===== src/rtl/serial_pack_pkg.sv =====
// -----------------------------------------------------------------------------
// serial_pack_pkg
// Shared definitions for serial_word_packer.
//   state_e : packer FSM states (FILL accepts bits, HOLD parks a completed
//             word while the output slot is still occupied).
//   cw_of   : width of the bit counter / m_count for a given word width,
//             wide enough to represent WIDTH itself.
// -----------------------------------------------------------------------------
package serial_pack_pkg;

    typedef enum logic [0:0] {
        FILL = 1'b0,
        HOLD = 1'b1
    } state_e;

    function automatic int cw_of(input int width);
        return $clog2(width + 1);
    endfunction

endpackage


===== src/rtl/serial_word_packer.sv =====
// -----------------------------------------------------------------------------
// serial_word_packer
// Packs a serial bit stream into WIDTH-bit words. It has one accumulator and one
// output register. The input side can therefore build, and park, the next word
// while the output is stalled.
//
// Parameters
//   WIDTH      output word width (>= 2)
//   MSB_FIRST  1: first bit of a word lands in bit WIDTH-1; 0: in bit 0
// Ports
//   clk      rising-edge clock
//   rst_n    asynchronous active-low reset
//   s_valid  input bit valid
//   s_ready  packer accepts an input bit (registered state only)
//   s_bit    serial data bit
//   s_last   accepted bit ends the current word (flushes a partial word)
//   m_valid  output word valid
//   m_ready  downstream accepts the word
//   m_word   packed word, unfilled positions zero
//   m_count  number of real bits in m_word (1..WIDTH)
// -----------------------------------------------------------------------------
module serial_word_packer
    import serial_pack_pkg::*;
#(
    parameter int WIDTH     = 64,
    parameter bit MSB_FIRST = 1'b1,
    localparam int CW       = cw_of(WIDTH)
) (
    input  logic             clk,
    input  logic             rst_n,
    input  logic             s_valid,
    output logic             s_ready,
    input  logic             s_bit,
    input  logic             s_last,
    output logic             m_valid,
    input  logic             m_ready,
    output logic [WIDTH-1:0] m_word,
    output logic [CW-1:0]    m_count
);

    state_e           state_q, state_d;
    logic [WIDTH-1:0] acc_q, acc_d;
    logic [CW-1:0]    cnt_q, cnt_d;
    logic [WIDTH-1:0] word_q, word_d;
    logic [CW-1:0]    count_q, count_d;
    logic             valid_q, valid_d;

    logic             accept;
    logic             m_hs;
    logic             complete;
    logic [WIDTH-1:0] bit_mask;
    logic [WIDTH-1:0] acc_wr;
    logic [CW-1:0]    cnt_inc;

    assign s_ready = (state_q == FILL);
    assign m_valid = valid_q;
    assign m_word  = word_q;
    assign m_count = count_q;

    assign accept   = s_valid && s_ready;
    assign m_hs     = valid_q && m_ready;
    assign cnt_inc  = cnt_q + CW'(1);
    assign complete = accept && (s_last || (cnt_q == CW'(WIDTH - 1)));

    // One-hot write position derived by shifting a single set bit. This avoids
    // indexing the word with a count wider than the bit index.
    always_comb begin
        if (MSB_FIRST) begin
            bit_mask = {1'b1, {(WIDTH-1){1'b0}}} >> cnt_q;
        end else begin
            bit_mask = {{(WIDTH-1){1'b0}}, 1'b1} << cnt_q;
        end
        // The accumulator is all zeros beyond cnt, so OR-ing in the bit is enough.
        acc_wr = s_bit ? (acc_q | bit_mask) : acc_q;
    end

    always_comb begin
        state_d = state_q;
        acc_d   = acc_q;
        cnt_d   = cnt_q;
        word_d  = word_q;
        count_d = count_q;
        valid_d = valid_q && !m_hs;

        unique case (state_q)
            FILL: begin
                if (accept) begin
                    if (complete && (!valid_q || m_hs)) begin
                        // The output slot is free, or frees on this edge.
                        // The new word goes straight out with no bubble.
                        word_d  = acc_wr;
                        count_d = cnt_inc;
                        valid_d = 1'b1;
                        acc_d   = '0;
                        cnt_d   = '0;
                    end else if (complete) begin
                        // The slot is occupied. Park the finished word. In HOLD,
                        // cnt carries its bit count, which may equal WIDTH.
                        acc_d   = acc_wr;
                        cnt_d   = cnt_inc;
                        state_d = HOLD;
                    end else begin
                        acc_d = acc_wr;
                        cnt_d = cnt_inc;
                    end
                end
            end
            HOLD: begin
                if (m_hs) begin
                    word_d  = acc_q;
                    count_d = cnt_q;
                    valid_d = 1'b1;
                    acc_d   = '0;
                    cnt_d   = '0;
                    state_d = FILL;
                end
            end
            default: state_d = FILL;
        endcase
    end

    always_ff @(posedge clk or negedge rst_n) begin
        if (!rst_n) begin
            state_q <= FILL;
            acc_q   <= '0;
            cnt_q   <= '0;
            word_q  <= '0;
            count_q <= '0;
            valid_q <= 1'b0;
        end else begin
            state_q <= state_d;
            acc_q   <= acc_d;
            cnt_q   <= cnt_d;
            word_q  <= word_d;
            count_q <= count_d;
            valid_q <= valid_d;
        end
    end

endmodule

===== config.mk =====
export PLATFORM = sky130hd
export DESIGN_NAME = serial_word_packer
export DESIGN_NICKNAME = d
export VERILOG_FILES = /design/src/rtl/serial_pack_pkg.sv /design/src/rtl/serial_word_packer.sv
export SDC_FILE = /design/constraint.sdc
export NUM_CORES = 1
export LEC_CHECK = 0
export ABC_AREA = 1
export CORE_AREA = 8 8 118 120
export DETAILED_ROUTE_END_ITERATION = 7
export DIE_AREA = 0 0 126 128
export DONT_BUFFER_PORTS = 1
export PLACE_DENSITY = 0.71
export SETUP_SLACK_MARGIN = 0.1
export SYNTH_ARGS = -nofsm -noshare
export SYNTH_HDL_FRONTEND = slang
export SYNTH_SLANG_ARGS = --single-unit

===== constraint.sdc =====
create_clock -name clk -period 2.24 [get_ports clk]
set_clock_uncertainty 0.05 [all_clocks]
set_input_delay 0.56 -clock clk [delete_from_list [all_inputs] [get_ports clk]]
set_output_delay 0.56 -clock clk [all_outputs]
set_load 0.005 [all_outputs]

==> impl_metrics.sql <==
INSERT INTO impl_metrics (metric_group, metric, value, unit) VALUES
('run_status', 'status', 'finished, violations left', ''),
('run_status', 'failing_checks', 'hold timing', ''),
('yosys', 'synthesis.area', '7054', 'µm²'),
('clocking', 'ctsRootBufferMaster', 'sky130_fd_sc_hd__clkbuf_16', ''),
('timing', 'relSlewSlack', '53.04', '%'),
('drt', 'drt.antenna.violating_nets', '0', ''),
('setup_path', 'cp.required', '1.63', 'ns'),
('yosys', 'synthesis.yosys.warnings', '0', ''),
('yosys', 'ys.flop_type', 'sky130_fd_sc_hd__dfrtp_1', ''),
('yosys', 'netlist-cell-type-count', '25', ''),
('floorplanning', 'floorplan.core_area', '12210', 'µm²'),
('clocking', 'cts.reportedPaths.clkPinSlew', '0.06', 'ns'),
('placed_design', 'placement.io_buffers', '0', ''),
('global_routing', 'grt_pass1_vias', '5583', ''),
('drt', 'drt_wl_total', '17.22', 'mm'),
('yosys', 'cell_taking_the_most_area_after_synthesis', 'sky130_fd_sc_hd__dfrtp_1', ''),
('drt', 'viasPerCell', '5.617', ''),
('cells_and_area', 'final_layout_size_suffix_gt1_share', '8.182', '%'),
('yosys', 'yosys_register_bits', '144', ''),
('timing', 'final.setup.tns', '0', 'ns'),
('cells_and_area', 'area_growth', '9.826', '%'),
('cells_and_area', 'design_area', '7747', 'µm²'),
('drt', 'drcViolationCount', '0', ''),
('power_and_ir_drop', 'seqPwrFrac', '40.6', '%'),
('global_routing', 'grt_overflow_total', '0', ''),
('clocking', 'htree_num_levels', '4', ''),
('power_and_ir_drop', 'power.density', '1083', 'nW/µm²'),
('floorplanning', 'die_h', '128', 'µm'),
('floorplanning', 'dieArea', '16130', 'µm²'),
('floorplanning', 'fp.dieW', '126', 'µm'),
('yosys', 'synth_cells', '889', ''),
('power_and_ir_drop', 'p_total', '8.389', 'mW'),
('cells_and_area', 'fill_cells', '1042', ''),
('timing', 'finalCritPeriodShare', '89.57', '%'),
('power_and_ir_drop', 'power.share.combinational', '22.9', '%'),
('cells_and_area', 'final_cell_count_no_fill', '1030', ''),
('cells_and_area', 'design.final.nets', '879', ''),
('yosys', 'synth_nets', '901', ''),
('power_and_ir_drop', 'irDropWorstVdd', '528.5', 'µV'),
('power_and_ir_drop', 'static-leakage-power', '4.055', 'nW'),
('placed_design', 'place_congestion', '0.8782', ''),
('clocking', 'clk_latency', '0.43', 'ns'),
('drt', 'routed-wl-met2', '7.496', 'mm'),
('cells_and_area', 'postLayoutCoreUtil', '63.46', '%'),
('floorplanning', 'rows', '41', ''),
('timing', 'grt_setup_unrepaired', 'no', ''),
('global_routing', 'grt_max_degree', '145', ''),
('placed_design', 'placed_cell_area', '7092', 'µm²'),
('setup_path', 'crit_path_start', 'state_q', ''),
('setup_path', 'worstReg2RegStart', 'cnt_q[2]', ''),
('power_and_ir_drop', 'switching_power_as_a_share_of_total_power', '33.63', '%'),
('power_and_ir_drop', 'portion_of_total_power_attributed_to_the_clock_network', '36.5', '%'),
('placed_design', 'place_ws', '0.2391', 'ns'),
('drt', 'drt-pass1-iter-count', '5', ''),
('cells_and_area', 'sequential_cell_area', '3603', 'µm²'),
('timing', 'hold_slack', '-0.2236', 'ns'),
('setup_path', 'path_class', 'register to output port', ''),
('min_path', 'hold_path.class', 'input pin to async pin', ''),
('placed_design', 'place.detailed.hpwl', '11.45', 'mm'),
('clocking', 'tritoncts', 'done', ''),
('yosys', 'post_synthesis_async_set_or_reset_flop_share', '100.0', '%'),
('timing', 'timing.final.crit_period', '2.006', 'ns'),
('cells_and_area', 'layout.cells.most_common', 'sky130_fd_sc_hd__nand2_1', ''),
('job', 'cap_violations', '0', ''),
('yosys', 'synth.area.top_cells', 'sky130_fd_sc_hd__dfrtp_1, sky130_fd_sc_hd__nand2_1, sky130_fd_sc_hd__nand3_1, sky130_fd_sc_hd__nor2_1, sky130_fd_sc_hd__inv_1', ''),
('timing', 'hold_viol', '144', ''),
('drt', 'topRoutingLayerUsed', 'met4', ''),
('clocking', 'tritoncts_num_sinks', '144', ''),
('cells_and_area', 'most_frequent_cells_in_the_layout', 'sky130_fd_sc_hd__nand2_1, sky130_fd_sc_hd__nand3_1, sky130_fd_sc_hd__dfrtp_1', ''),
('power_and_ir_drop', 'power.net_switching', '2.821', 'mW'),
('cells_and_area', 'antenna_diode_count', '0', '');
final timing paths:
check | end | cells after the start | slack (ns)
max reg2reg | acc_q[4] | 8 | 0.31
min in group clk | cnt_q[2] | 2 | 0.25
min | acc_q[8] | 0 | -0.22
min reg2reg | acc_q[43] | 2 | 0.45
max in group asynchronous | cnt_q[4] | 0 | 2.16
max | s_ready | 2 | 0.23
sequential cells by signal, indices dropped and copies added, names as in the netlist:
signal   count
m_word      64
acc_q       64
cnt_q        7
m_count      7
state_q      1
m_valid      1
power by group through the flow:
stage / Combinational, mW / Sequential (mW) / Clock [mW]
2_1_floorplan: 1.55 / 3.33 / 0
3_5_place_dp: 1.91 / 3.46 / 0
6_report: 1.92 / 3.40 / 3.06
5_1_grt: 2.17 / 3.46 / 3.23
4_1_cts: 1.92 / 3.41 / 3.09
3_3_place_gp: 1.88 / 3.44 / 0
synth_stat cells, types with 3 or more instances:
cell type / count
sky130_fd_sc_hd__nor2_1: 70
sky130_fd_sc_hd__buf_2: 20
sky130_fd_sc_hd__nand2_1: 241
sky130_fd_sc_hd__nand3_1: 167
sky130_fd_sc_hd__ha_1: 6
sky130_fd_sc_hd__o21ai_0: 42
sky130_fd_sc_hd__buf_1: 9
sky130_fd_sc_hd__inv_1: 66
sky130_fd_sc_hd__dfrtp_1: 144
sky130_fd_sc_hd__clkinv_1: 4
sky130_fd_sc_hd__nand2_2: 3
sky130_fd_sc_hd__nor3_1: 13
sky130_fd_sc_hd__a21oi_1: 42
sky130_fd_sc_hd__buf_4: 8
sky130_fd_sc_hd__buf_6: 9
sky130_fd_sc_hd__a21o_1: 12
sky130_fd_sc_hd__a21oi_2: 10
sky130_fd_sc_hd__clkbuf_1: 14
cell type report:
cell class | instances | share of cell area, %
Clock buffer | 20 | 6.024
Clock inverter | 12 | 2.326
Inverter | 72 | 3.488
Multi-Input combinational cell | 613 | 36.74
Sequential cell | 144 | 46.51
Tap cell | 150 | 2.422
Timing Repair Buffer | 19 | 2.487
critical path: stages, from the launching register on:
cell,delay (ns)
sky130_fd_sc_hd__dfrtp_1,0.40
sky130_fd_sc_hd__inv_2,0.07
sky130_fd_sc_hd__buf_4,0.48
cell families (layout without fill, tap and decap cells):
logic type | after synthesis | in the layout | share of synthesized area [%]
AO/OA/AOI/OAI | 107 | 107 | 8.585
XOR/XNOR | 1 | 1 | 0.1242
adder cells (fa/ha/maj) | 6 | 6 | 1.064
buffers and inverters | 132 | 123 | 8.762
flip-flops | 144 | 144 | 51.08
AND/OR/NAND/NOR | 499 | 499 | 30.38
repair_timing:
| action | 4_1_cts | 5_1_grt |
|---|---|---|
| resized for setup | 0 | 1 |
| buffers inserted | 0 | 0 |
| setup endpoints to repair | 0 | 5 |
| hold endpoints to repair | 144 | 144 |
routing by layer:
| layer | track usage [%] | vias up |
|---|---|---|
| li1 | - | 2815 |
| met1 | 31.36 | 2750 |
| met2 | 31.81 | 185 |
| met3 | 6.364 | 36 |
| met4 | 9.059 | 0 |
| met5 | 0 | - |
(Power assumes the default switching activity.)
